`src/rtl/sync_tx_arbiter.sv`:
```
// Round-robin transmit arbiter: shares one sync CDC channel among NREQ requesters,
// runs the 4-phase vi/snt handshake and returns a one-hot ack or err pulse.
module sync_tx_arbiter #(
  parameter int DATA_MSB = 7,
  parameter int NREQ     = 4,
  parameter int TIMEOUT  = 255
) (
  input  logic                           clk_tx_i,
  input  logic                           reset_i,
  input  logic [NREQ-1:0]                req_i,
  input  logic [NREQ*(DATA_MSB+1)-1:0]   req_data_i,
  output logic [NREQ-1:0]                ack_o,
  output logic [NREQ-1:0]                err_o,
  output logic                           busy_o,
  output logic [$clog2(NREQ)-1:0]        gnt_id_o,
  output logic                           vi_o,
  output logic [DATA_MSB:0]              indata_o,
  input  logic                           snt_i
);
  localparam int W   = DATA_MSB + 1;
  localparam int IDW = $clog2(NREQ);
  localparam int CW  = $clog2(TIMEOUT + 1);
  localparam logic [IDW-1:0]  LAST_ID  = IDW'(NREQ - 1);
  localparam logic [CW-1:0]   CNT_MAX  = CW'(TIMEOUT - 1);
  localparam logic [NREQ-1:0] ONE_HOT0 = NREQ'(1);

  typedef enum logic [1:0] {
    IDLE    = 2'd0,
    SEND    = 2'd1,
    RELEASE = 2'd2
  } state_t;

  state_t          state_q, state_d;
  logic            vi_q, vi_d;
  logic            busy_q, busy_d;
  logic            to_q, to_d;
  logic [W-1:0]    indata_q, indata_d;
  logic [IDW-1:0]  gnt_id_q, gnt_id_d;
  logic [IDW-1:0]  ptr_q, ptr_d;
  logic [CW-1:0]   cnt_q, cnt_d;
  logic [NREQ-1:0] ack_q, ack_d;
  logic [NREQ-1:0] err_q, err_d;

  logic [W-1:0]    words_s [NREQ];
  logic            win_found_s;
  logic [IDW-1:0]  win_id_s;
  int              idx_s;

  // Unpack the flattened request words.
  always_comb begin
    for (int i = 0; i < NREQ; i++) begin
      words_s[i] = req_data_i[i*W +: W];
    end
  end

  // Scan from ptr downwards in priority so the smallest offset from ptr wins last.
  always_comb begin
    win_found_s = 1'b0;
    win_id_s    = '0;
    idx_s       = 0;
    for (int k = NREQ - 1; k >= 0; k--) begin
      idx_s = int'(ptr_q) + k;
      if (idx_s >= NREQ) begin
        idx_s = idx_s - NREQ;
      end else begin
        idx_s = idx_s;
      end
      if (req_i[idx_s[IDW-1:0]]) begin
        win_found_s = 1'b1;
        win_id_s    = idx_s[IDW-1:0];
      end else begin
        win_found_s = win_found_s;
      end
    end
  end

  // Next-state and registered-output computation.
  always_comb begin
    state_d  = state_q;
    vi_d     = vi_q;
    to_d     = to_q;
    indata_d = indata_q;
    gnt_id_d = gnt_id_q;
    ptr_d    = ptr_q;
    cnt_d    = cnt_q;
    ack_d    = '0;
    err_d    = '0;
    case (state_q)
      IDLE: begin
        if (win_found_s) begin
          gnt_id_d = win_id_s;
          indata_d = words_s[win_id_s];
          vi_d     = 1'b1;
          cnt_d    = '0;
          state_d  = SEND;
        end else begin
          vi_d = 1'b0;
        end
      end
      SEND: begin
        if (snt_i) begin
          vi_d    = 1'b0;
          state_d = RELEASE;
        end else if (cnt_q == CNT_MAX) begin
          vi_d    = 1'b0;
          err_d   = ONE_HOT0 << gnt_id_q;
          to_d    = 1'b1;
          state_d = RELEASE;
        end else begin
          cnt_d = cnt_q + CW'(1);
        end
      end
      RELEASE: begin
        vi_d = 1'b0;
        if (!snt_i) begin
          // A timed-out transfer already reported err, so it gets no ack.
          if (!to_q) begin
            ack_d = ONE_HOT0 << gnt_id_q;
          end else begin
            ack_d = '0;
          end
          to_d    = 1'b0;
          ptr_d   = (gnt_id_q == LAST_ID) ? '0 : gnt_id_q + IDW'(1);
          state_d = IDLE;
        end else begin
          state_d = RELEASE;
        end
      end
      default: begin
        state_d = IDLE;
        vi_d    = 1'b0;
        to_d    = 1'b0;
      end
    endcase
    busy_d = (state_d != IDLE);
  end

  // State and output registers with synchronous reset.
  always_ff @(posedge clk_tx_i) begin
    if (reset_i) begin
      state_q  <= IDLE;
      vi_q     <= 1'b0;
      busy_q   <= 1'b0;
      to_q     <= 1'b0;
      indata_q <= '0;
      gnt_id_q <= '0;
      ptr_q    <= '0;
      cnt_q    <= '0;
      ack_q    <= '0;
      err_q    <= '0;
    end else begin
      state_q  <= state_d;
      vi_q     <= vi_d;
      busy_q   <= busy_d;
      to_q     <= to_d;
      indata_q <= indata_d;
      gnt_id_q <= gnt_id_d;
      ptr_q    <= ptr_d;
      cnt_q    <= cnt_d;
      ack_q    <= ack_d;
      err_q    <= err_d;
    end
  end

  assign ack_o    = ack_q;
  assign err_o    = err_q;
  assign busy_o   = busy_q;
  assign gnt_id_o = gnt_id_q;
  assign vi_o     = vi_q;
  assign indata_o = indata_q;

endmodule

```
`config.mk`:
```
export PLATFORM = sky130hd
export DESIGN_NAME = sync_tx_arbiter
export DESIGN_NICKNAME = d
export VERILOG_FILES = /design/src/rtl/sync_tx_arbiter.sv
export SDC_FILE = /design/constraint.sdc
export NUM_CORES = 1
export LEC_CHECK = 0
export ABC_AREA = 1
export CAP_MARGIN = 0
export CORE_ASPECT_RATIO = 1.25
export CORE_MARGIN = 3
export CORE_UTILIZATION = 46
export CTS_BUF_LIST = sky130_fd_sc_hd__clkbuf_4 sky130_fd_sc_hd__clkbuf_8
export DETAILED_ROUTE_END_ITERATION = 10
export HOLD_SLACK_MARGIN = 0.05
export PLACE_DENSITY = 0.8
export SLEW_MARGIN = 30
export SYNTH_ARGS = -nofsm -noshare
export SYNTH_HDL_FRONTEND = slang
export SYNTH_SLANG_ARGS = --single-unit
```
`constraint.sdc`:
```
create_clock -name clk_tx_i -period 3.1 [get_ports clk_tx_i]
set_clock_uncertainty 0.1 [all_clocks]
set_input_delay 0.93 -clock clk_tx_i [delete_from_list [all_inputs] [get_ports clk_tx_i]]
set_output_delay 0.93 -clock clk_tx_i [all_outputs]
set_load 0.1 [all_outputs]
```
==> flow_metrics.py, run 1 <==
metrics = {
    "cts": {
        "numCtsBuffers": 5,
        "cts_setup_buffers": 0,
        "clkTransAtPathRegs_ns": 0.07,
        "cts_sinks": 33,
        "h-tree-depth": 2,
        "clockBufferDepth": 2,
        "cts_hold_buf": 0,
        "clk-insertion-delay-late_ns": 0.29,
        "ctsResizeCount": 0,
        "cts_tree": "done",
        "root_buffer": "clkbuf_8",
    },
    "setup_path": {
        "r2r-start": "ptr_q[0]",
        "end_kind": "flop",
        "rr_worst_depth": 12,
        "r2r-end": "indata_o[2]",
        "r2r_slack_ns": 1.01,
        "cp.arrival_ns": 2.66,
        "startpoint_type": "primary input",
        "crit_fanout": 17,
        "cp.required_ns": 3.23,
        "criticalPathCategory": "in2reg",
    },
    "sta": {
        "fin_ws_ns": 0.563,
        "setup_violations": 0,
        "tns_ns": 0,
        "slew-limit-headroom": 0.622,
        "hold_violations": 0,
        "fmax_ghz": 0.394,
        "fin_hold_ws_ns": 0.355,
        "maxSlewViolCount": 0,
        "worstMarginPinSlew_ns": 0.566,
        "rsz0062_at_grt": "no",
        "period_needed_ns": 2.54,
        "period_share": 0.819,
    },
    "logic_synthesis": {
        "seq_area_frac_synth": 0.338,
        "synthArstFlopShare": 0,
        "synthTopCellsByCount": "nand2_1, nand3_1, dfxtp_1, nor2_1, inv_1",
        "avgSynthCellArea_um2": 7.52,
        "synth.most_common_cell": "nand2_1",
        "synthTopCellsByArea": "dfxtp_1, nand3_1, nand2_1",
        "synth_top_area_share": 0.338,
        "synth_warnings": 0,
        "synth.net_count": 305,
        "ys_types": 31,
        "ys_ff_latch": 33,
        "synth.largest_area_cell": "dfxtp_1",
        "synth_edf_count": 0,
        "synth_cells": 260,
        "synth_area_um2": 1950,
        "synth_flop_cell": "dfxtp_1",
    },
    "min_path": {
        "hp-class": "reg2reg",
        "worstHoldStart": "indata_o[6]",
        "whs_endpoint": "indata_o[6]",
        "min_path_cells": 2,
    },
    "final_layout": {
        "final_util": 0.659,
        "ff_latch_area_um2": 661,
        "fin_area_um2": 2600,
        "diodes": 0,
        "fin_cells": 375,
        "syn_to_final_growth_pct": 32.8,
        "drive_above_1_share": 0.224,
        "final_nets": 366,
        "fillCellCount": 366,
        "multi_input_area_um2": 1130,
    },
    "power_and_ir_drop": {
        "power_density_nw_per_um2": 495,
        "leakage_nw": 1.16,
        "peakVddDrop_v": 0.000271,
        "finalPower_mw": 1.28,
    },
    "drt": {
        "vias": 1876,
        "wl_um": 4830,
        "ant_nets": 0,
        "top_layer_used": "met4",
        "viasPerCell": 5.00,
        "first_pass_iters": 4,
        "drc": 0,
        "route.detailed.wl_per_inst_um": 12.9,
        "wl_met3_um": 196,
        "drt-initial-drc-count": 89,
        "wl_met1_um": 1940,
        "wl_met2_um": 2540,
    },
    "floorplan": {
        "rows": 25,
        "die_h_um": 78.9,
        "initial_core_util": 0.496,
        "coreArea_um2": 3940,
        "ios": 59,
        "dieArea_um2": 5070,
        "die_w_um": 64.3,
    },
    "job": {
        "maxCapViolCount": 0,
    },
    "placement": {
        "gp_congestion": 0.958,
        "dp_cells": 368,
        "port-buffer-count": 58,
        "placed_area_um2": 2510,
        "dp_slack_ns": 0.269,
        "hpwl_um": 3620,
    },
    "run_status": {
        "status": "finished, final reports clean",
    },
    "global_route": {
        "grt_max_degree": 18,
        "overflow": 0,
        "antenna_found_initial": 0,
        "grt_pass1_wl_um": 7700,
        "grtUsageTotal": 0.194,
        "first_global_vias": 1705,
    },
}
layout by cell type (no fill, tap or decap):
master,instances
nor2_1,26
nand3_4,1
a211oi_1,1
inv_8,2
xor2_1,4
nand2_2,15
nor3_4,1
ha_1,6
clkdlybuf4s50_1,38
nor3_1,1
o21ai_0,5
nand2_1,52
clkbuf_8,6
dfxtp_1,33
nor2_2,2
inv_4,2
nand4_1,3
nand3b_1,1
nor2_4,1
inv_2,2
o22ai_1,1
inv_1,17
a21oi_1,12
and2_4,1
o21ai_1,1
nand3_2,1
buf_4,22
nand3_1,48
nand2_4,14
nor2_8,1
clkbuf_4,1
logic make-up (layout without fill, tap and decap cells):
logic type	Yosys count	count (layout)	share of synthesized area
and+or+nand+nor	168	168	0.467
DFF	33	33	0.338
buffers and inverters	29	90	0.0858
adders and majority gates	6	6	0.0384
AOI/OAI and AO/OA	20	20	0.0531
xor gates and xnor gates	4	4	0.0179
routing by layer:
metal	GRT usage	up-vias
met5	0	-
met4	0.106	0
met3	0.0523	15
met2	0.333	36
met1	0.216	857
li1	-	968
power breakdown:
part,internal (mW),leakage (nW),switching [mW]
clock network,0.185,0.0477,0.151
registers,0.452,0.269,0.0199
logic,0.142,0.845,0.335
worst max-delay path, stage by stage:
cell	delay (ns)
clkdlybuf4s50_1	0.55
nand2_2	0.09
and2_4	0.20
nand2_4	0.10
nand3_4	0.20
nand2_4	0.31
nand2_1	0.09
nand3_1	0.07
nand3_1	0.07
nand2_1	0.06
state kept, by name (all words and copies together) (netlist names):
| register | flops |
|---|---|
| busy_o | 1 |
| err_o | 4 |
| indata_o | 8 |
| cnt_q | 8 |
| vi_o | 1 |
| to_q | 1 |
| state_q | 2 |
| gnt_id_o | 2 |
| ack_o | 4 |
| ptr_q | 2 |
how the worst max path moves through the flow:
stage	to	depth (start not counted)	from	slack [ns]
floorplan	indata_o[6]	13	req_i[0]	1.05
global placement	indata_o[1]	10	req_i[1]	0.33
detailed placement	indata_o[0]	10	req_i[1]	0.27
CTS	indata_o[0]	10	req_i[1]	0.56
global route	indata_o[2]	11	req_i[3]	0.40
finish	indata_o[2]	10	req_i[1]	0.56
cell type report:
type                       count  share of cell area
sequential                    33               0.254
timing repair buffer          60               0.210
clock buffer                   7              0.0347
multi-input combinational    198               0.434
tap                           54              0.0260
inverter                      23              0.0410
Note: power is estimated with default switching activity, not from simulation.
==> run 2: changes to the inputs <==
--- a/config.mk
+++ b/config.mk
@@ -9,7 +9,7 @@
 export CAP_MARGIN = 0
 export CORE_ASPECT_RATIO = 1.25
 export CORE_MARGIN = 3
-export CORE_UTILIZATION = 46
+export CORE_UTILIZATION = 44
 export CTS_BUF_LIST = sky130_fd_sc_hd__clkbuf_4 sky130_fd_sc_hd__clkbuf_8
 export DETAILED_ROUTE_END_ITERATION = 10
 export HOLD_SLACK_MARGIN = 0.05
==> constraint.sdc (replaced) <==
create_clock -name clk_tx_i -period 2.3 [get_ports clk_tx_i]
set_clock_uncertainty 0.1 [all_clocks]
set_input_delay 0.69 -clock clk_tx_i [delete_from_list [all_inputs] [get_ports clk_tx_i]]
set_output_delay 0.69 -clock clk_tx_i [all_outputs]
set_load 0.1 [all_outputs]
==> run 2 against run 1 <==
Against the previous run:
- cell count up 3.5%
- combinational power up 46%
- wire length up 0.25%
- critical path depth unchanged
- design area up 5.3%
- clock power up 27%
- global-route usage down 0.43 points
- first-iteration DRC count up 9.0%
- critical path type unchanged
- hold slack better by 0.0020 ns
- sequential power up 36%
- largest cell class unchanged
==> flow_metrics.py, run 2 (synthesis results as in run 1) <==
metrics = {
    "run_status": {
        "status": "finished, final reports clean",
    },
    "setup_path": {
        "r2r_slack_ns": 0.39,
        "crit_fanout": 9,
        "rr_worst_depth": 13,
        "r2r-end": "indata_o[3]",
        "end_kind": "flop",
        "r2r-start": "ptr_q[0]",
        "criticalPathCategory": "in2reg",
        "cp.arrival_ns": 2.32,
        "startpoint_type": "primary input",
        "critPathLaunch": "req_i[1]",
        "cp.required_ns": 2.43,
        "crit_path_end": "indata_o[3]",
    },
    "global_route": {
        "antenna_found_initial": 0,
        "first_global_vias": 1801,
        "grtUsageTotal": 0.190,
        "grt_pass1_wl_um": 7900,
        "grt_max_degree": 18,
        "overflow": 0,
    },
    "drt": {
        "vias": 1902,
        "ant_nets": 0,
        "drt-initial-drc-count": 97,
        "first_pass_iters": 4,
        "drc": 0,
        "route.detailed.wl_per_inst_um": 12.5,
        "viasPerCell": 4.90,
        "wl_um": 4840,
    },
    "sta": {
        "hold_violations": 0,
        "fmax_ghz": 0.458,
        "period_needed_ns": 2.19,
        "rsz0062_at_grt": "no",
        "fin_hold_ws_ns": 0.357,
        "period_share": 0.950,
        "maxSlewViolCount": 0,
        "slew-limit-headroom": 0.669,
        "worstMarginPinSlew_ns": 0.496,
        "setup_violations": 0,
    },
    "floorplan": {
        "ios": 59,
        "rows": 26,
        "die_w_um": 65.6,
        "dieArea_um2": 5280,
        "die_h_um": 80.5,
        "initial_core_util": 0.466,
        "coreArea_um2": 4200,
    },
    "cts": {
        "clkTransAtPathRegs_ns": 0.07,
        "root_buffer": "clkbuf_8",
        "cts_sinks": 33,
        "ctsResizeCount": 0,
        "numCtsBuffers": 5,
        "h-tree-depth": 2,
        "clockBufferDepth": 2,
        "clk-insertion-delay-late_ns": 0.28,
        "cts_tree": "done",
        "cts_setup_buffers": 0,
        "cts_hold_buf": 0,
    },
    "placement": {
        "placed_area_um2": 2650,
        "gp_congestion": 0.808,
        "hpwl_um": 3770,
        "port-buffer-count": 58,
    },
    "final_layout": {
        "fin_area_um2": 2730,
        "final_util": 0.651,
        "final_nets": 376,
        "layout_common_cells": "nand2_1, nand3_1, clkdlybuf4s50_1, dfxtp_1, buf_4",
        "drive_above_1_share": 0.250,
        "final_common_cell": "nand2_1",
        "diodes": 0,
        "fillCellCount": 365,
        "syn_to_final_growth_pct": 39.8,
    },
    "power_and_ir_drop": {
        "leakage_nw": 1.22,
        "power_density_nw_per_um2": 644,
        "peakVddDrop_v": 0.000413,
    },
    "min_path": {
        "worstHoldStart": "indata_o[2]",
        "hp-class": "reg2reg",
    },
    "job": {
        "maxCapViolCount": 0,
    },
}
## run 2: changes by cell type in the layout (fill, tap and decap cells not counted)
cell | previous run | this run
buf_12 | 0 | 5
buf_4 | 22 | 27
clkbuf_4 | 1 | 0
clkbuf_8 | 6 | 5
clkinv_2 | 0 | 2
clkinvlp_4 | 0 | 1
## run 2: power by group
part           total (mW)  internal [mW]  switching, mW  leakage [nW]
clock               0.424          0.209          0.215        0.0439
combinational       0.698          0.238          0.460         0.911
sequential          0.640          0.609         0.0306         0.269
total                1.76           1.06          0.706          1.22
## run 2: layer usage
metal,global-route usage,routed length [µm]
met1,0.210,1990
met2,0.352,2590
met3,0.0434,175
met4,0.0622,93
met5,0,0
## run 2: how the worst min path moves through the flow
stage / cells past startpoint / slack (ns) / end
after floorplan: 2 / 0.34 / to_q
after global placement: 2 / 0.34 / indata_o[4]
after detailed placement: 2 / 0.35 / indata_o[4]
after CTS: 2 / 0.36 / indata_o[4]
after global routing: 2 / 0.37 / indata_o[5]
final: 2 / 0.36 / indata_o[2]
## run 2: critical path, stage by stage
cell and delay (ns):
clkdlybuf4s50_1 0.54, nand2_2 0.09, and2_4 0.20, nand2_4 0.09, nor3_4 0.05, nor2_4 0.19
nand2_1 0.19, inv_8 0.12, nand3_1 0.08, nand2_1 0.06
## run 2: per-stage QoR
| stage | power (mW) | instances | setup WS, ns | setup TNS, ns |
|---|---|---|---|---|
| after detailed placement | 1.35 | 380 | -0.183 | -2.28 |
| after global routing | 1.85 | 388 | 0.0220 | 0 |
| after CTS | 1.78 | 388 | 0.108 | 0 |
| after floorplan | 1.13 | 260 | 0.381 | 0 |
| after global placement | 1.34 | 380 | -0.117 | -1.36 |
| final | 1.76 | 388 | 0.115 | 0 |
## run 2: final cells by class
type | instances | area (µm²) | share of cell area
clock buffers | 5 | 68.8 | 0.0252
clock inverters | 3 | 17.5 | 0.00641
multi-input cells | 198 | 1130 | 0.412
well taps | 56 | 70.1 | 0.0256
repair buffers | 70 | 683 | 0.250
flip-flops and latches | 33 | 661 | 0.242
inverters | 23 | 106 | 0.0389
==> run 3: changes to the inputs <==
--- a/config.mk
+++ b/config.mk
@@ -14,6 +14,7 @@
 export DETAILED_ROUTE_END_ITERATION = 10
 export HOLD_SLACK_MARGIN = 0.05
 export PLACE_DENSITY = 0.8
+export SETUP_SLACK_MARGIN = 0.4
 export SLEW_MARGIN = 30
 export SYNTH_ARGS = -nofsm -noshare
 export SYNTH_HDL_FRONTEND = slang
==> run 3 against run 2 <==
Against the previous run:
- clock power increased by 11%
- cell count increased by 0.26%
- fmax increased by 19%
- register-to-register slack improved by 0.14 ns
- count of clock-buffer cells in the layout increased by 2
- critical path depth decreased by 2
- sequential share of layout area decreased by 0.50 points
- sequential power about the same
- largest power group unchanged
- highest routed layer unchanged
==> flow_metrics.py, run 3 (synthesis results as in run 1) <==
metrics = {
    "final_layout": {
        "final_util": 0.670,
        "multi_input_area_um2": 1150,
        "final_nets": 377,
        "final_common_cell": "nand2_1",
        "drive_above_1_share": 0.282,
        "layout_common_cells": "nand2_1, nand3_1, clkdlybuf4s50_1, dfxtp_1, nor2_1",
        "syn_to_final_growth_pct": 43.9,
        "diodes": 0,
        "fillCellCount": 363,
        "ff_latch_area_um2": 666,
    },
    "power_and_ir_drop": {
        "peakVddDrop_v": 0.000539,
        "leakage_nw": 1.26,
        "finalPower_mw": 1.84,
        "power_density_nw_per_um2": 655,
    },
    "sta": {
        "period_needed_ns": 1.84,
        "worstMarginPinSlew_ns": 0.289,
        "hold_violations": 0,
        "maxSlewViolCount": 0,
        "slew-limit-headroom": 0.806,
        "fin_ws_ns": 0.457,
        "setup_violations": 0,
        "rsz0062_at_grt": "no",
        "tns_ns": 0,
        "fmax_ghz": 0.543,
        "fin_hold_ws_ns": 0.357,
        "period_share": 0.801,
    },
    "global_route": {
        "grtUsageTotal": 0.195,
        "first_global_vias": 1843,
        "grt_max_degree": 18,
        "grt_pass1_wl_um": 7980,
        "antenna_found_initial": 0,
        "overflow": 0,
    },
    "cts": {
        "numCtsBuffers": 5,
        "cts_sinks": 33,
        "clockBufferDepth": 2,
        "h-tree-depth": 2,
        "cts_hold_buf": 0,
        "root_buffer": "clkbuf_8",
        "clk-insertion-delay-late_ns": 0.28,
        "clkTransAtPathRegs_ns": 0.06,
        "cts_tree": "done",
    },
    "floorplan": {
        "rows": 26,
        "die_h_um": 80.5,
        "coreArea_um2": 4200,
        "initial_core_util": 0.466,
        "dieArea_um2": 5280,
        "ios": 59,
        "die_w_um": 65.6,
    },
    "placement": {
        "gp_congestion": 0.840,
        "dp_slack_ns": -0.196,
        "port-buffer-count": 58,
        "hpwl_um": 3800,
    },
    "drt": {
        "first_pass_iters": 4,
        "route.detailed.wl_per_inst_um": 12.7,
        "drt-initial-drc-count": 81,
        "ant_nets": 0,
        "wl_um": 4930,
        "viasPerCell": 4.99,
        "vias": 1943,
        "drc": 0,
    },
    "job": {
        "maxCapViolCount": 0,
    },
    "setup_path": {
        "startpoint_type": "primary input",
        "cp.required_ns": 2.37,
        "criticalPathCategory": "in2reg",
        "cp.arrival_ns": 1.92,
        "end_kind": "flop",
        "crit_fanout": 8,
    },
    "min_path": {
        "hp-class": "reg2reg",
    },
    "run_status": {
        "status": "finished, final reports clean",
    },
}
## run 3: worst max-delay path, cell delays in order
cell and delay [ns]:
clkdlybuf4s50_1 0.50, inv_1 0.06, nand3_1 0.08, inv_1 0.11
nor2_8 0.23, inv_6 0.06, a21oi_2 0.13, nor2_1 0.05
## run 3: cell type report
| cell class | count | area share |
|---|---|---|
| clock buffers | 7 | 0.0343 |
| well taps | 56 | 0.0249 |
| multi-input cells | 198 | 0.410 |
| repair inverters | 1 | 0.00223 |
| inverters | 23 | 0.0387 |
| flip-flops and latches | 33 | 0.237 |
| clock inverters | 1 | 0.00178 |
| repair buffers | 70 | 0.251 |
## run 3: what timing repair did
item	in CTS	in global routing
cloned	1	0
pin swaps	8	2
endpoints found under the hold margin	0	0
endpoints found under the setup margin	21	20
setup buffers	4	0
resized for setup	23	2
## run 3: where the power goes
group / switching [mW] / leakage (nW) / internal [mW]
Clock: 0.200 / 0.0542 / 0.270
Combinational: 0.474 / 0.934 / 0.256
Sequential: 0.0326 / 0.270 / 0.609
## run 3: final timing paths
| check | cells past startpoint | slack (ns) | startpoint | endpoint |
|---|---|---|---|---|
| worst max-delay path | 8 | 0.46 | snt_i | cnt_q[3] |
| worst max register to register | 11 | 0.53 | ptr_q[0] | cnt_q[3] |
| worst min register to register | 2 | 0.36 | indata_o[2] | indata_o[2] |
| worst min-delay path | 2 | 0.36 | indata_o[2] | indata_o[2] |
## run 3: per-layer routing
layer,track usage,up-vias,share of wire
li1,-,986,-
met1,0.219,897,0.41
met2,0.345,46,0.52
met3,0.0364,14,0.038
met4,0.0996,0,0.032
met5,0,-,0
## run 3: through the flow
step,instances,cell area (µm²)
final,389,2810
after floorplan,260,1960
after global placement,376,2660
after CTS,389,2800
after detailed placement,376,2660
after global routing,389,2810
